`config.mk`:
```
export PLATFORM = sky130hd
export DESIGN_NAME = fp_mult_pipe
export DESIGN_NICKNAME = d
export VERILOG_FILES = /design/src/rtl/fp_mult_pipe.sv
export SDC_FILE = /design/constraint.sdc
export NUM_CORES = 1
export LEC_CHECK = 0
export CORE_MARGIN = 4
export CORE_UTILIZATION = 46
export DETAILED_ROUTE_END_ITERATION = 7
export PLACE_DENSITY = 0.66
export SLEW_MARGIN = 20
export SYNTH_ARGS = -nofsm -noshare
export SYNTH_HDL_FRONTEND = slang
export SYNTH_SLANG_ARGS = --single-unit
```
`constraint.sdc`:
```
create_clock -name clk -period 5.5 [get_ports clk]
set_input_delay 1.1 -clock clk [delete_from_list [all_inputs] [get_ports clk]]
set_output_delay 1.1 -clock clk [all_outputs]
set_load 0.02 [all_outputs]
```
`src/rtl/fp_mult_pipe.sv`:
```
// rtl/fp_mult_pipe.sv - three-stage pipelined floating-point multiplier with RNE rounding
module fp_mult_pipe #(
    parameter int EXP_W = 5,
    parameter int MAN_W = 10
) (
    input  logic                   clk,
    input  logic                   rst_n,
    input  logic                   in_valid,
    output logic                   in_ready,
    input  logic [EXP_W+MAN_W:0]   a,
    input  logic [EXP_W+MAN_W:0]   b,
    output logic                   out_valid,
    input  logic                   out_ready,
    output logic [EXP_W+MAN_W:0]   prod,
    output logic                   flag_ovf,
    output logic                   flag_unf,
    output logic                   flag_inx,
    output logic                   flag_inv
);
    localparam int W    = 1 + EXP_W + MAN_W;
    localparam int PW   = 2 * (MAN_W + 1);
    localparam int EW   = EXP_W + 3;
    localparam int BIAS = (1 << (EXP_W - 1)) - 1;
    localparam logic [EXP_W-1:0]        EXP_MAX = '1;
    localparam logic signed [EW-1:0]    EXP_INF = EW'((1 << EXP_W) - 1);

    logic advance;
    assign advance  = out_ready || !out_valid;
    assign in_ready = advance;

    // S1: classify operands and restore the implicit leading bit
    logic a_nan, a_inf, a_zero, b_nan, b_inf, b_zero;
    always_comb begin
        a_nan  = (a[W-2:MAN_W] == EXP_MAX) && (a[MAN_W-1:0] != '0);
        a_inf  = (a[W-2:MAN_W] == EXP_MAX) && (a[MAN_W-1:0] == '0);
        a_zero = (a[W-2:MAN_W] == '0) && (a[MAN_W-1:0] == '0);
        b_nan  = (b[W-2:MAN_W] == EXP_MAX) && (b[MAN_W-1:0] != '0);
        b_inf  = (b[W-2:MAN_W] == EXP_MAX) && (b[MAN_W-1:0] == '0);
        b_zero = (b[W-2:MAN_W] == '0) && (b[MAN_W-1:0] == '0);
    end

    logic             s1_valid, s1_sign, s1_inv, s1_inf, s1_zero;
    logic [EXP_W-1:0] s1_ea, s1_eb;
    logic [MAN_W:0]   s1_ma, s1_mb;

    always_ff @(posedge clk or negedge rst_n) begin
        if (!rst_n) begin
            s1_valid <= 1'b0;
            s1_sign  <= 1'b0;
            s1_inv   <= 1'b0;
            s1_inf   <= 1'b0;
            s1_zero  <= 1'b0;
            s1_ea    <= '0;
            s1_eb    <= '0;
            s1_ma    <= '0;
            s1_mb    <= '0;
        end else if (advance) begin
            s1_valid <= in_valid;
            s1_sign  <= a[W-1] ^ b[W-1];
            s1_inv   <= a_nan | b_nan | (a_inf & b_zero) | (a_zero & b_inf);
            s1_inf   <= a_inf | b_inf;
            s1_zero  <= a_zero | b_zero;
            s1_ea    <= (a[W-2:MAN_W] == '0) ? EXP_W'(1) : a[W-2:MAN_W];
            s1_eb    <= (b[W-2:MAN_W] == '0) ? EXP_W'(1) : b[W-2:MAN_W];
            s1_ma    <= {a[W-2:MAN_W] != '0, a[MAN_W-1:0]};
            s1_mb    <= {b[W-2:MAN_W] != '0, b[MAN_W-1:0]};
        end
    end

    // S2: the exponent is biased for a binary point just below the product MSB
    logic                 s2_valid, s2_sign, s2_inv, s2_inf, s2_zero;
    logic signed [EW-1:0] s2_e;
    logic [PW-1:0]        s2_p;

    always_ff @(posedge clk or negedge rst_n) begin
        if (!rst_n) begin
            s2_valid <= 1'b0;
            s2_sign  <= 1'b0;
            s2_inv   <= 1'b0;
            s2_inf   <= 1'b0;
            s2_zero  <= 1'b0;
            s2_e     <= '0;
            s2_p     <= '0;
        end else if (advance) begin
            s2_valid <= s1_valid;
            s2_sign  <= s1_sign;
            s2_inv   <= s1_inv;
            s2_inf   <= s1_inf;
            s2_zero  <= s1_zero;
            s2_e     <= EW'(s1_ea) + EW'(s1_eb) - EW'(BIAS - 1);
            s2_p     <= PW'(s1_ma) * PW'(s1_mb);
        end
    end

    // S3: normalise (left shift bounded by exponent 1, or right shift into sticky)
    int                   lz, ls, rs;
    logic [2*PW-1:0]      rsh;
    logic [PW-1:0]        pn;
    logic signed [EW-1:0] en, exp_r;
    logic [MAN_W:0]       mant;
    logic [MAN_W+1:0]     mant_r;
    logic [MAN_W-1:0]     frac;
    logic                 guard, rnd, sticky, sticky_rs, rup, inexact, ovf;
    logic [W-1:0]         prod_n;
    logic [3:0]           flags_n;

    always_comb begin
        lz = PW;
        for (int i = 0; i < PW; i++) begin
            if (s2_p[i]) lz = PW - 1 - i;
        end
        ls        = 0;
        rs        = 0;
        rsh       = '0;
        sticky_rs = 1'b0;
        if (s2_e < EW'(1)) begin
            rs = 1 - int'(s2_e);
            if (rs > PW) rs = PW;
            rsh       = {s2_p, {PW{1'b0}}} >> rs;
            pn        = rsh[2*PW-1:PW];
            sticky_rs = |rsh[PW-1:0];
            en        = EW'(1);
        end else begin
            ls = int'(s2_e) - 1;
            if (lz < ls) ls = lz;
            pn = s2_p << ls;
            en = s2_e - EW'(ls);
        end

        mant    = pn[PW-1:PW-1-MAN_W];
        guard   = pn[PW-2-MAN_W];
        rnd     = pn[PW-3-MAN_W];
        sticky  = (|pn[PW-4-MAN_W:0]) | sticky_rs;
        rup     = guard & (rnd | sticky | mant[0]);
        inexact = guard | rnd | sticky;
        mant_r  = {1'b0, mant} + (MAN_W+2)'(rup);

        // A subnormal that rounds into the hidden-bit position becomes exponent 1
        if (mant_r[MAN_W+1]) begin
            exp_r = en + EW'(1);
            frac  = mant_r[MAN_W:1];
        end else begin
            exp_r = mant_r[MAN_W] ? en : '0;
            frac  = mant_r[MAN_W-1:0];
        end
        ovf = (exp_r >= EXP_INF);

        flags_n = 4'b0000;
        if (s2_inv) begin
            prod_n     = {1'b0, EXP_MAX, 1'b1, {(MAN_W-1){1'b0}}};
            flags_n[0] = 1'b1;
        end else if (s2_inf) begin
            prod_n = {s2_sign, EXP_MAX, {MAN_W{1'b0}}};
        end else if (s2_zero) begin
            prod_n = {s2_sign, {(W-1){1'b0}}};
        end else if (ovf) begin
            prod_n  = {s2_sign, EXP_MAX, {MAN_W{1'b0}}};
            flags_n = 4'b1010;
        end else begin
            prod_n  = {s2_sign, exp_r[EXP_W-1:0], frac};
            flags_n = {1'b0, inexact && (exp_r == '0), inexact, 1'b0};
        end
    end

    always_ff @(posedge clk or negedge rst_n) begin
        if (!rst_n) begin
            out_valid <= 1'b0;
            prod      <= '0;
            flag_ovf  <= 1'b0;
            flag_unf  <= 1'b0;
            flag_inx  <= 1'b0;
            flag_inv  <= 1'b0;
        end else if (advance) begin
            out_valid <= s2_valid;
            if (s2_valid) begin
                prod     <= prod_n;
                flag_ovf <= flags_n[3];
                flag_unf <= flags_n[2];
                flag_inx <= flags_n[1];
                flag_inv <= flags_n[0];
            end
        end
    end
endmodule

```
==> results.cfg <==
[global_route]
overflow = 0
antenna_found_initial = 0
grt_pass1_wl_um = 68300
grt_pass1_vias = 13019
track_usage = 0.292
grt_max_degree = 63

[clock_tree]
clk_pin_slew_worst_paths_ns = 0.08
cts_buffer_depth = 2
cts_tree = yes
cts_hold_buf = 0
clk_latency_ns = 0.37
cts_inserted_buffers = 9
h-tree-depth = 3
cts_sinks = 92
cts-root-buf = clkbuf_16

[final_layout]
fill_cells = 2196
final_common_cell = buf_4
drive_gt1_frac = 0.294
multiInputGateArea_sq_um = 9590
diodes = 0
syn2layout_area_growth_pct = 35.2
final-seq-area_sq_um = 2310
final_util = 0.634
final_cell_mix = 314 x buf_4, 279 x nand2_1, 129 x inv_1
layout.nets = 2050

[route]
drc = 0
drtAntennaViolNets = 0
finalWirelength_um = 42500
drt_iter0_markers = 1021
routedWlPerCell_um = 19.4
dr_total_vias = 12597
firstDrtPassIters = 6
vias_per_cell = 5.76

[worst_hold_path]
hold_path_class = flip-flop to flip-flop

[critical_path]
r2r_slack_ns = -0.19
critPathTopFamily = compound AO/OA/AOI/OAI gates
critPathLaunchType = flip-flop
cp_slowest_cell = dfrtp_1
cp-end-kind = flip-flop
cp_max_fo = 8
cpPeakStageDelay_ns = 0.42
worst-path-buf-inv = 8
critPathArrivalTime_ns = 5.95
path_class = flip-flop to flip-flop
worstPathRequired_ns = 5.76

[logic_synthesis]
syn_nets = 1741
synth_edf_count = 0
syn-instance-count = 1539
ys.flop_type = dfrtp_1
synth_area_leaders = dfrtp_1 19%, fa_1 13%, nand2_1 8.9%, ha_1 8.6%, inv_1 4.2%
ys_seq_elements = 92
synth_top_area_frac = 0.189
async_reset_ff_frac = 1.00
ys_types = 106
syn_area_sq_um = 12200
yosys.area.top_type = dfrtp_1
ys_warn_count = 0
yosysSeqAreaShare = 0.189
avgSynthCellArea_sq_um = 7.93

[placement]
routabilityCongestion = 0.984
io_buffers = 57
dp_hpwl_um = 32600
dp_slack_ns = -0.521

[timing]
slew-limit-headroom = 0.543
fin_crit_sh = 1.03
drv_slew = 0
fmax_ghz = 0.176
max_slew.worst_pin.slew_ns = 0.680
finalHoldViolCount = 0
fin_crit_ns = 5.69
setup_ws_ns = -0.191
setup_viol_count_final = 19
skew_ns = 0.0205
rsz0062_at_grt = true

[floorplanning]
die_y_um = 171
rows = 59
die_w_um = 171
ioPinCount = 58
core_area_sq_um = 26100
dieArea_sq_um = 29200
initial_utilization = 0.469

[flow_run]
cap_violations = 0

[status]
status = complete, but fails checks
violations = setup timing
-- area by class of cell --
| class | count | area share |
|---|---|---|
| Timing Repair Buffer | 399 | 0.201 |
| Tap cell | 335 | 0.0254 |
| Clock inverter | 7 | 0.00553 |
| Inverter | 141 | 0.0330 |
| Multi-Input combinational cell | 1205 | 0.581 |
| Sequential cell | 92 | 0.140 |
| Clock buffer | 9 | 0.0136 |
-- synth_stat cells, types with 7 or more instances --
| master | count |
|---|---|
| nand2_1 | 288 |
| inv_1 | 137 |
| nor2_1 | 99 |
| dfrtp_1 | 92 |
| ha_1 | 84 |
| fa_1 | 82 |
| o21ai_0 | 69 |
| a21oi_1 | 68 |
| and2_1 | 67 |
| clkbuf_1 | 64 |
| nor3_1 | 37 |
| nand3_1 | 34 |
| mux2i_1 | 25 |
| xnor2_1 | 22 |
| buf_2 | 21 |
| nor4_1 | 19 |
| nor2b_1 | 15 |
| a21o_1 | 14 |
| mux2_2 | 13 |
| xor2_1 | 13 |
| a211oi_1 | 12 |
| and3_1 | 12 |
| o31ai_1 | 12 |
| o211ai_1 | 11 |
| a31oi_1 | 10 |
| a32o_1 | 10 |
| nand2b_1 | 9 |
| a21boi_0 | 8 |
| buf_6 | 8 |
| or3_1 | 8 |
| a221oi_1 | 7 |
| o21ai_1 | 7 |
| or4_1 | 7 |
-- path summary, 6_finish.rpt --
kind	from	endpoint	cells after the start
max reg2reg	s2_p[6]	prod[1]	29
max in group asynchronous	rst_n	s1_ma[0]	2
min reg2reg	s2_sign	s2_sign	2
min	s2_sign	s2_sign	2
max	s2_p[6]	prod[1]	29
min in group asynchronous	rst_n	flag_ovf	1
-- flip-flops by register name (all words and copies together) (netlist names), 5 cells and up --
| signal | count |
|---|---|
| prod | 16 |
| s1_ea | 5 |
| s1_eb | 5 |
| s1_ma | 11 |
| s1_mb | 11 |
| s2_e | 7 |
| s2_p | 22 |
-- what timing repair did --
action                                  CTS  global route
gates cloned                              2             0
pin swaps                                68            48
buffers inserted                         48            19
endpoints found under the setup margin   23            24
resized for setup                       116            56
-- layer usage --
layer  GRT usage  vias up  part of all wire
met5           0        -                 0
met4       0.122        0             0.042
met3      0.0439      121             0.050
met2       0.499      422              0.49
met1       0.371     6136              0.42
li1            -     5918                 -
-- kinds of logic (layout without fill, tap and decap cells) --
kind of cell             count (synthesis)  in the layout  synth area share
buffers and inverters                  242            556            0.0829
AND/OR/NAND/NOR                        631            631             0.249
AO/OA/AOI/OAI                          332            332             0.198
XOR/XNOR                                35             35            0.0251
adder cells (fa/ha/maj)                166            166             0.221
multiplexers                            41             41            0.0364
flip-flops                              92             92             0.189
-- worst register-to-register path: cells and delay by family (launching register included) --
family          cells  cell delay (ns)
flops               1             0.42
compound gates     14             2.66
simple gates        5             0.73
mux                 1             0.35
buf+inv             8             1.14
fa+ha+maj           1             0.27
-- through the flow --
step           area [sq um]  TNS [ns]  instances  hold slack [ns]
2_1_floorplan         12400  -0.00509       1539            0.439
3_3_place_gp          14900     -6.47       2108            0.452
3_5_place_dp          14900     -9.49       2108            0.455
4_1_cts               16100     -1.02       2171            0.477
5_1_grt               16500     -8.03       2188            0.504
6_report              16500     -3.00       2188            0.472
Power is not shown: default switching activity piles up to over one toggle a cycle in this logic, so the estimate is an artifact.
==> RTL edit 1, RTL diff (same settings) <==
`MAN_W`: 10 -> 20.
--- a/src/rtl/fp_mult_pipe.sv
+++ b/src/rtl/fp_mult_pipe.sv
@@ -2,5 +2,5 @@
 module fp_mult_pipe #(
     parameter int EXP_W = 5,
-    parameter int MAN_W = 10
+    parameter int MAN_W = 20
 ) (
     input  logic                   clk,
Interface: changed (resized a, b and prod); port bits go from 58 to 88. The function was not compared with the original's and may differ.
==> RTL edit 1 against the unedited design <==
The flow still finishes with violations (setup timing). Routed wire length grew to 2.5 times the old value. Sequential cell count is 50 higher. Global-route usage is 2.8 points higher. Fmax is 20% lower. Hold slack better by 0.0062 ns. Setup slack worse by 1.4 ns. Die area is 130% higher. Final area is 130% higher. Area after synthesis is 130% higher.
Power is not shown: default switching activity piles up to over one toggle a cycle in this logic, so the estimate is an artifact.
==> RTL edit 1: results (changes against the unedited design) <==
[run_status]
status = finished, violations left
violations = setup timing

[placement]
gp_congestion = 1.06  ; +8.1%
dpl-instance-area_sq_um = 36000  ; +140%
dp_hpwl_um = 87500  ; +170%
placed_cells = 5070  ; +140%
port_buffers = 87  ; +53%

[timing]
holdWs_ns = 0.479  ; +0.00618 ns
worst_slack_ns = -1.60  ; -1.41 ns
finalSetupTns_ns = -51.20  ; -48.20 ns
tightest_slew_ns = 1.38  ; +0.697 ns
setup_viol_count_final = 55  ; +36

[cts]
cts_resized = 168  ; +45%
worst_skew_pair.late_latency_ns = 0.50  ; +0.13 ns
cts_made_buffers = 17  ; +8

[detailed_routing]
routed_wl_um = 107000  ; +150%
drtIter0Drc = 2511  ; +150%
met3WireLength_um = 6650  ; +220%

[finish]
fillers = 5290  ; +140%
top_regs = s2_p (42), prod (26)
final_nets = 4932  ; +140%
drive_above_1_share = 0.288  ; -0.00660

[synthesis]
synth_xor_area_frac = 0.0221  ; -0.00305
yosys-top-cells-area = fa_1, dfrtp_1, nand2_1
synthMuxAreaShare = 0.0381  ; +0.00174
synth_top_family_by_area = adder cells
yosys.cell_types.count = 110  ; +3.8%
syn_nets = 4190  ; +140%

[grt]
grt_max_degree = 126  ; +100%
met3_usage = 0.0446  ; +0.000682
grt_usage = 0.320  ; +0.0276
global_route.usage.met2 = 0.530  ; +0.0304

[hold_path]
min_from = s1_valid

[setup_path]
endpoint = s2_p[38]

[floorplan]
core_sq_um = 61600  ; +140%

## RTL edit 1: cell count changes in the layout (fill, tap and decap cells not counted), moves of 71 or more
cell,delta
nor2_1,+71
inv_1,+253
fa_1,+262
and2_1,+111
ha_1,+89
a21oi_1,+75
buf_4,+495
nand2_1,+386
## RTL edit 1: final cells by class
cell class / count / area (sq um) / area share
well taps: 837 / 1050 / 0.0272
multi-input cells: 2801 / 23800 / 0.619
clock buffers: 18 / 439 / 0.0114
clock inverters: 14 / 128 / 0.00331
repair buffers: 966 / 7950 / 0.206
flip-flops and latches: 142 / 3580 / 0.0929
inverters: 410 / 1560 / 0.0404
## RTL edit 1: critical path: cells and delay by family (launching register included)
family          cells  cell delay, ns
compound gates      9            1.61
xor+xnor            1            0.10
fa+ha+maj           8            3.80
buf+inv             7            0.67
flops               1            0.42
simple gates        4            0.35
==> RTL edit 2, RTL diff (same flow settings) <==
Made on the original files. Register the output `flag_unf` once more, cleared by the reset; this adds one clock of latency there. The other outputs are not delayed to match.
--- a/src/rtl/fp_mult_pipe.sv
+++ b/src/rtl/fp_mult_pipe.sv
@@ -24,4 +24,6 @@
     localparam logic [EXP_W-1:0]        EXP_MAX = '1;
     localparam logic signed [EW-1:0]    EXP_INF = EW'((1 << EXP_W) - 1);
+
+    logic flag_unf_s0;
 
     logic advance;
@@ -168,5 +170,5 @@
             prod      <= '0;
             flag_ovf  <= 1'b0;
-            flag_unf  <= 1'b0;
+            flag_unf_s0 <= 1'b0;
             flag_inx  <= 1'b0;
             flag_inv  <= 1'b0;
@@ -176,5 +178,5 @@
                 prod     <= prod_n;
                 flag_ovf <= flags_n[3];
-                flag_unf <= flags_n[2];
+                flag_unf_s0 <= flags_n[2];
                 flag_inx <= flags_n[1];
                 flag_inv <= flags_n[0];
@@ -182,4 +184,12 @@
         end
     end
+    always_ff @(posedge clk or negedge rst_n) begin
+        if (!rst_n) begin
+            flag_unf <= '0;
+        end else begin
+            flag_unf <= flag_unf_s0;
+        end
+    end
+
 endmodule
 
Check against the original RTL: not equivalent (a bounded check fails within 4 cycles, from zero or initial values and one cycle with rst_n low).
==> RTL edit 2 against the unedited design <==
Sequential share of layout area grew 0.20 points. Setup slack gained 0.16 ns. The run still ends with setup timing left. Synthesized cell count rose by 2.9%. Clock skew fell by 0.0040 ns. Sequential cell count up 1. Final cell count is 1.4% higher. Routed wire length is 4.3% lower. Area after synthesis decreased by 0.14%. Final area shrank 0.38%.
Power is not shown: default switching activity piles up to over one toggle a cycle in this logic, so the estimate is an artifact.
==> RTL edit 2: results (changes against the unedited design) <==
[synthesis]
yosys.cell_types.count = 91  ; -14%
synthCells = 1583  ; +2.9%
ys_top_cells_by_count = nand2_1, inv_1, dfrtp_1
syn_nets = 1785  ; +2.5%
yosys-top-cells-area = dfrtp_1, fa_1, nand2_1

[grt]
grt_pass1_wl_um = 64800  ; -5.1%
grt_max_degree = 81  ; +29%
grt_usage = 0.275  ; -0.0173

[timing]
worst_slack_ns = -0.0356  ; +0.155 ns
setup_viol_count_final = 5  ; -14
finClkSkew_ns = 0.0165  ; -0.00395 ns
tightest_slew_ns = 0.806  ; +0.126 ns

[setup_path]
critPathSlowestCell = fa_1
arrival_ns = 5.74  ; -0.21 ns
r2r_start = s1_mb[4]
crit_fanout = 6  ; -2
reg2reg_to = s2_p[20]
cpPeakStageDelay_ns = 0.58  ; +0.16 ns
rrSetupSlack_ns = -0.04  ; +0.16 ns

[finish]
final_nets = 2081  ; +1.5%
drive_above_1_share = 0.285  ; -0.00962

[detailed_routing]
vias = 12800  ; +1.9%

[run_status]
violations = setup timing
status = finished, violations left

[placement]
gp_congestion = 1.04  ; +5.7%

[hold_path]
holdPathEnd = flag_unf

-- RTL edit 2: cell count changes in the layout (fill, tap and decap cells not counted), sizes merged, moves of 7 or more --
cell	change
a32o	-8
o21ai	+33
a21oi	+19
nand2	+7
nor2	-14
buf	-11
mux2	-9
a211oi	+9
nand3	+15
-- RTL edit 2: per-layer routing --
layer	global-route usage	up-vias	wire length [um]
met1	0.348	6172	16700
met5	0	-	0
met4	0.126	0	2060
li1	-	6089	-
met2	0.467	463	19600
met3	0.0370	117	2220
-- RTL edit 2: worst max-delay path by stage --
stage	end	slack, ns	cells past startpoint
after floorplan	flag_inx	0.003	33
after global placement	s2_p[21]	-0.36	23
after detailed placement	s2_p[21]	-0.49	25
after CTS	s2_p[20]	-0.03	26
after global routing	s2_p[21]	-0.30	23
final	s2_p[20]	-0.04	22
-- RTL edit 2: area by class of cell --
| cell class | count | area [sq um] |
|---|---|---|
| clock buffer | 12 | 256 |
| multi-input combinational | 1243 | 9690 |
| clock inverter | 4 | 32.5 |
| timing repair buffer | 387 | 3160 |
| sequential | 93 | 2340 |
| inverter | 145 | 556 |
| tap | 335 | 419 |
| fill | 2280 | 9610 |
-- RTL edit 2: cells by family (layout without fill, tap and decap cells) --
kind of cell               count (synthesis)  after routing  share of synthesized area
muxes                                     25             25                     0.0210
buffers and inverters                    247            548                     0.0827
DFF                                       93             93                      0.191
AOI/OAI and AO/OA                        402            402                      0.221
and+or+nand+nor                          615            615                      0.238
adders and majority gates                166            166                      0.221
xor gates and xnor gates                  35             35                     0.0251
-- RTL edit 2: per-stage QoR --
step                      worst slack, ns  area [sq um]   util  TNS, ns  hold WS, ns
after floorplan                   0.00265         12300      -        0        0.354
after global placement             -0.364         14900  0.573    -3.91        0.366
after detailed placement           -0.491         14900  0.573    -5.10        0.372
after CTS                         -0.0326         15700  0.601  -0.0614        0.382
after global routing               -0.297         16400  0.631    -3.17        0.404
final                             -0.0356         16400  0.631   -0.110        0.377
-- RTL edit 2: worst reg2reg max path, stage by stage (launching register included) --
cell,delay (ns)
dfrtp_2,0.46
buf_6,0.13
nand2_2,0.05
fa_1,0.51
fa_1,0.56
inv_2,0.04
fa_1,0.56
inv_2,0.04
fa_1,0.49
inv_2,0.04
fa_1,0.58
ha_4,0.22
inv_2,0.06
o21ai_2,0.05
a21oi_2,0.17
o21ai_2,0.08
a21oi_2,0.15
nand2b_4,0.16
a21oi_4,0.06
or4_4,0.56
a31oi_4,0.17
xor2_1,0.16
o21ai_1,0.07
-- RTL edit 2: repair_timing --
action                                  in CTS  in global routing
resized for setup                           75                148
buffers inserted                            26                 25
hold endpoints to repair                     0                  0
pin swaps                                   35                 79
endpoints found under the setup margin      24                 24
cloned                                       0                  2
